$ cat config.mk
export PLATFORM = sky130hd
export DESIGN_NAME = fifo_wr_arb
export DESIGN_NICKNAME = d
export VERILOG_FILES = /design/src/rtl/fifo_wr_arb.sv
export SDC_FILE = /design/constraint.sdc
export NUM_CORES = 1
export LEC_CHECK = 0
export BUFFER_PORTS_ARGS = -buffer_cell sky130_fd_sc_hd__buf_2
export CAP_MARGIN = 20
export CORE_MARGIN = 1.5
export CORE_UTILIZATION = 30
export CTS_CLUSTER_DIAMETER = 100
export DETAILED_ROUTE_END_ITERATION = 12
export GPL_TIMING_DRIVEN = 0
export PLACE_DENSITY_LB_ADDON = 0.08
export SLEW_MARGIN = 15
export SYNTH_ARGS = -nofsm -noshare
export SYNTH_HDL_FRONTEND = slang
export SYNTH_SLANG_ARGS = --single-unit
$ cat constraint.sdc
create_clock -name clk -period 2 [get_ports clk]
set_clock_uncertainty 0.2 [all_clocks]
set_input_delay 0.4 -clock clk [delete_from_list [all_inputs] [get_ports clk]]
set_output_delay 0.4 -clock clk [all_outputs]
set_load 0.1 [all_outputs]
$ cat src/rtl/fifo_wr_arb.sv
// Two-requester write arbiter for a shared FIFO: burst grants of up to MAX_BURST words,
// round-robin tie breaking, and zero-gap handover between requesters.
module fifo_wr_arb #(
    parameter int WORD_WIDTH = 33,
    parameter int MAX_BURST  = 8
) (
    input  logic                  clk,
    input  logic                  rst,
    input  logic                  req0,
    input  logic [WORD_WIDTH-1:0] data0,
    input  logic                  last0,
    output logic                  ack0,
    input  logic                  req1,
    input  logic [WORD_WIDTH-1:0] data1,
    input  logic                  last1,
    output logic                  ack1,
    input  logic                  fifo_full,
    output logic                  fifo_wr,
    output logic [WORD_WIDTH-1:0] fifo_wr_data,
    output logic                  owner,
    output logic                  busy
);

    localparam int CW = $clog2(MAX_BURST);
    localparam logic [CW-1:0] CNT_LAST = CW'(MAX_BURST - 1);

    typedef enum logic [1:0] {
        IDLE = 2'd0,
        GNT0 = 2'd1,
        GNT1 = 2'd2
    } state_t;

    state_t          state_q;
    logic            prio_q;
    logic [CW-1:0]   cnt_q;

    logic            in_gnt;
    logic            gnt_req;
    logic            gnt_last;
    logic            other_req;
    logic            accept;
    logic            release_gnt;

    always_comb begin
        in_gnt    = (state_q == GNT0) || (state_q == GNT1);
        gnt_req   = (state_q == GNT1) ? req1  : req0;
        gnt_last  = (state_q == GNT1) ? last1 : last0;
        other_req = (state_q == GNT1) ? req0  : req1;
        accept    = in_gnt && gnt_req && !fifo_full;
        // A dropped request ends the burst as well as last or the MAX_BURST-th word.
        release_gnt = in_gnt && (!gnt_req || (accept && (gnt_last || cnt_q == CNT_LAST)));
    end

    assign ack0    = accept && (state_q == GNT0);
    assign ack1    = accept && (state_q == GNT1);
    assign fifo_wr = accept;
    assign busy    = in_gnt;
    assign owner   = (state_q == GNT1);

    always_comb begin
        fifo_wr_data = '0;
        if (state_q == GNT0) begin
            fifo_wr_data = data0;
        end else if (state_q == GNT1) begin
            fifo_wr_data = data1;
        end
    end

    always_ff @(posedge clk) begin
        if (rst) begin
            state_q <= IDLE;
            prio_q  <= 1'b0;
            cnt_q   <= '0;
        end else begin
            case (state_q)
                IDLE: begin
                    if (req0 && req1) begin
                        state_q <= prio_q ? GNT1 : GNT0;
                    end else if (req0) begin
                        state_q <= GNT0;
                    end else if (req1) begin
                        state_q <= GNT1;
                    end
                end
                GNT0, GNT1: begin
                    if (release_gnt) begin
                        prio_q <= (state_q == GNT0);
                        cnt_q  <= '0;
                        if (other_req) begin
                            state_q <= (state_q == GNT0) ? GNT1 : GNT0;
                        end else begin
                            state_q <= IDLE;
                        end
                    end else if (accept) begin
                        cnt_q <= cnt_q + CW'(1);
                    end
                end
                default: begin
                    state_q <= IDLE;
                    cnt_q   <= '0;
                end
            endcase
        end
    end

endmodule
==> results.json, run 1 <==
{
  "port_buffers": 110,
  "status": "aborted with a tool error",
  "yosysMostFrequentCell": "nand2_1",
  "tool.error": "[ERROR DPL-0038] Utilization greater than 100%, impossible to legalize",
  "synthTopCellsByCount": "nand2_1, o21ai_0, clkbuf_1",
  "yosys_most_used_dff": "dfxtp_1",
  "ys_seq_area_share_pct": 12.7,
  "syn_inst": 159,
  "synth-edff-count": 0,
  "synth_fp_nets": 239,
  "routabilityCongestion": 0.777,
  "synth-warning-count": 0,
  "synthDominantCellAreaShare_pct": 27.1,
  "htreeDepth": 1,
  "fp.dieH_um": 59.0,
  "cts_root_buffer": "clkbuf_4",
  "ys_ff_latch": 6,
  "ios": 111,
  "haltStage": "clock tree synthesis (4_1_cts)",
  "synth.distinct_cells": 27,
  "yosysTopAreaCell": "nand2_1",
  "ys_async_sr_fraction_pct": 0,
  "dpl_worst_slack_ns": -0.497,
  "synth_top_cells_by_area": "nand2_1, o21ai_0, dfxtp_1",
  "postCtsSetupBuffers": 11,
  "netlist_area_um2": 942,
  "numCtsBuffers": 3,
  "die_x_um": 59.0,
  "clock_sinks": 6,
  "post_cts_resized": 221,
  "cts_buffer_depth": 2,
  "hpwlAfterDp_um": 3170,
  "hold_buffers": 0,
  "synth_area_per_cell_um2": 5.93,
  "rows": 20,
  "initial_core_util_pct": 31.1
}
logic make-up after synthesis:
kind of cell    count (synthesis)  synth area share (%)
simple gates                   80                  37.1
compound gates                 45                  27.8
buf+inv                        15                  6.37
fa+ha+maj                       7                  9.30
mux                             6                  6.77
flops                           6                  12.7
metrics by stage:
| step | setup TNS (ns) | utilization (%) | std cells | hold WS (ns) | cell area [µm²] |
|---|---|---|---|---|---|
| after floorplan | -7.97 | - | 159 | 0.246 | 1400 |
| after global placement | -15.69 | 66.2 | 313 | 0.262 | 2000 |
| after detailed placement | -15.80 | 66.2 | 313 | 0.267 | 2000 |
==> run 2, diff against run 1 <==
--- a/config.mk
+++ b/config.mk
@@ -8,11 +8,10 @@
 export BUFFER_PORTS_ARGS = -buffer_cell sky130_fd_sc_hd__buf_2
 export CAP_MARGIN = 20
 export CORE_MARGIN = 1.5
-export CORE_UTILIZATION = 30
-export CTS_CLUSTER_DIAMETER = 100
+export CORE_UTILIZATION = 20
 export DETAILED_ROUTE_END_ITERATION = 12
 export GPL_TIMING_DRIVEN = 0
-export PLACE_DENSITY_LB_ADDON = 0.08
+export PLACE_DENSITY_LB_ADDON = 0.15
 export SLEW_MARGIN = 15
 export SYNTH_ARGS = -nofsm -noshare
 export SYNTH_HDL_FRONTEND = slang
==> run 2 against run 1 <==
Net effect: area after synthesis unchanged; the flow now finishes, with violations (DRC, setup timing); synthesized cell count stayed put.
==> results.json, run 2 <==
{
  "tritoncts": "built",
  "multi_input_area_mm2": 0.00163,
  "avgViaCountPerCell": 5.08,
  "path_common_cell": "clkbuf_16",
  "die_x_um": 71.6,
  "fin_ws_ns": -0.199,
  "slowest_stage": "dfxtp_4",
  "ff_latch_area_um2": 128,
  "clk-insertion-delay-late_ns": 0.22,
  "diodes": 0,
  "ant_nets": 0,
  "top_regs": "cnt_q x3, state_q x2, prio_q x1",
  "layout_commonest_cell": "buf_2",
  "path_class": "reg2out",
  "swShare_pct": 58.8,
  "vias": 1747,
  "place_area_mm2": 0.00201,
  "rsz0062_at_grt": "true",
  "synth-xor-area-share_pct": 0,
  "arrival_ns": 1.60,
  "ys_ff_latch": 6,
  "synth_top_family_by_area": "simple AND/OR/NAND/NOR gates",
  "drv_slew": 0,
  "violations": "DRC, setup timing",
  "port_buffers": 110,
  "netlist_area_um2": 942,
  "final_cell_mix": "buf_2, nand2_4, buf_12, o21ai_4",
  "initial_core_util_pct": 21.2,
  "numCtsBuffers": 3,
  "critPathRequiredTime_ns": 1.40,
  "period_needed_ns": 2.20,
  "synth-warning-count": 0,
  "critical_path_peak_fanout": 7,
  "cpPeakStageDelay_ns": 0.37,
  "crit_cells": 7,
  "syn_inst": 159,
  "drv_cap": 0,
  "top_register": "cnt_q",
  "hpwlAfterDp_um": 3160,
  "yosys_most_used_dff": "dfxtp_1",
  "largest_reg_flops": 3,
  "yosysTopAreaCell": "nand2_1",
  "core_mm2": 0.00444,
  "yosysMostFrequentCell": "nand2_1",
  "dr.pass1.iters": 8,
  "cp-end-kind": "output pin",
  "total_power_mw": 5.74,
  "drt_iter0_drc": 77,
  "synth-simple-area-share_pct": 37.1,
  "fin_tns_setup_ns": -6.07,
  "hold_path_depth": 1,
  "finalSetupViolCount": 36,
  "clk_pin_slew_ns": 0.04,
  "cts_buffer_depth": 2,
  "ir_drop_v": 0.00123,
  "dieArea_mm2": 0.00513,
  "synth_top_cells_by_area": "nand2_1, o21ai_0, dfxtp_1",
  "cts_root_buffer": "clkbuf_8",
  "maxSlewHeadroom_pct": 79.6,
  "crit_family": "buffers and inverters",
  "htreeDepth": 1,
  "synthTopCellsByCount": "nand2_1, o21ai_0, clkbuf_1",
  "nFillCells": 257,
  "routabilityCongestion": 0.777,
  "ys_async_sr_fraction_pct": 0,
  "synth.distinct_cells": 27,
  "grt_pass1_vias": 1915,
  "grt_max_degree": 11,
  "rows": 24,
  "clock_sinks": 6,
  "worst_hold_slack_ns": 0.276,
  "drt-total-wl_um": 6810,
  "status": "finished, violations left",
  "p_sw_mw": 3.38,
  "comb_power_share_pct": 93.8,
  "p_clk_share_pct": 3.2,
  "gr-total-overflow": 0,
  "fmax_mhz": 455,
  "finalHoldViolations": 0,
  "synth-edff-count": 0,
  "hp-class": "reg2reg",
  "power-per-cell-area_mw_per_mm2": 1660,
  "crit_chain": "inv_4 -> ha_4 -> clkbuf_16 -> clkbuf_16 -> nand2_4 -> o21ai_4 -> buf_12",
  "grt_pass1_wl_um": 9630,
  "hold_buffers": 0,
  "intPower_mw": 2.36,
  "dp.cells": 321,
  "critPathLaunchType": "flop",
  "synth_area_per_cell_um2": 5.93,
  "synthDominantCellAreaShare_pct": 27.1,
  "track_usage_pct": 23.8,
  "drive_gt1_share_pct": 87.7,
  "muxShareOfSynthArea_pct": 6.77,
  "nets": 374,
  "synthAdderAreaFrac_pct": 9.30,
  "routedWlPerCell_um": 19.8,
  "fin_cells": 344,
  "worst_pin_slew_ns": 0.305,
  "synth_compound_area_share_pct": 27.8,
  "antenna_found_initial": 0,
  "p_seq_share_pct": 3.0,
  "leakagePower_nw": 1.69,
  "synth_fp_nets": 239,
  "period_share_pct": 110,
  "rr_worst_depth": 8,
  "critical_path_buf_inv_count": 4,
  "fp.dieH_um": 71.6,
  "ios": 111,
  "ys_seq_area_share_pct": 12.7,
  "design_area_mm2": 0.00347,
  "syn_to_final_growth_pct": 268,
  "drc": 10
}
run 2: worst paths after layout:
kind                            slack [ns]                    start                       to
worst max-delay path                 -0.20  state_q[1]$_SDFFE_PP0P_         fifo_wr_data[17]
worst min-delay path                  0.28    cnt_q[1]$_SDFFE_PP0P_    cnt_q[1]$_SDFFE_PP0P_
worst max register to register        0.07  state_q[0]$_SDFFE_PP0P_  state_q[1]$_SDFFE_PP0P_
worst min register to register        0.28    cnt_q[1]$_SDFFE_PP0P_    cnt_q[1]$_SDFFE_PP0P_
run 2: through the flow:
stage / setup WS (ns) / util [%]
after CTS: -0.285 / 75.0
final: -0.199 / 78.0
after floorplan: -0.917 / -
after global routing: -0.286 / 78.0
after global placement: -0.529 / 45.3
after detailed placement: -0.556 / 45.3
run 2: logic make-up (layout without fill, tap and decap cells):
family                     count (synthesis)  count (layout)
and+or+nand+nor                           80              80
AOI/OAI and AO/OA                         45              45
buffers and inverters                     15             148
adders and majority gates                  7               7
muxes                                      6               6
DFF                                        6               6
run 2: power by group through the flow:
stage	sequential [mW]	combinational (mW)	clock, mW
2_1_floorplan	0.157	3.00	0
3_3_place_gp	0.161	3.41	0
3_5_place_dp	0.161	3.42	0
4_1_cts	0.172	5.11	0.188
5_1_grt	0.178	5.53	0.197
6_report	0.174	5.38	0.181
run 2: what timing repair did:
item                                    in CTS  in global routing
endpoints found under the setup margin      36                 42
pin swaps                                   45                  9
buffers inserted                            11                  6
gates resized for setup                    269                 30
gates cloned                                 7                  0
run 2: layout make-up:
type	instances	area share, %
Clock buffer	3	1.19
Sequential cell	6	3.68
Timing Repair Buffer	133	40.6
Tap cell	52	1.88
Buffer	8	5.13
Multi-Input combinational cell	138	46.9
Inverter	4	0.578
run 2: layer usage:
| metal | part of all wire (%) | up-vias | GRT usage, % |
|---|---|---|---|
| li1 | - | 807 | - |
| met1 | 35 | 828 | 25.4 |
| met2 | 56 | 92 | 46.1 |
| met3 | 5.5 | 20 | 4.08 |
| met4 | 3.7 | 0 | 8.60 |
| met5 | 0 | - | 0 |
(Power assumes the default switching activity.)
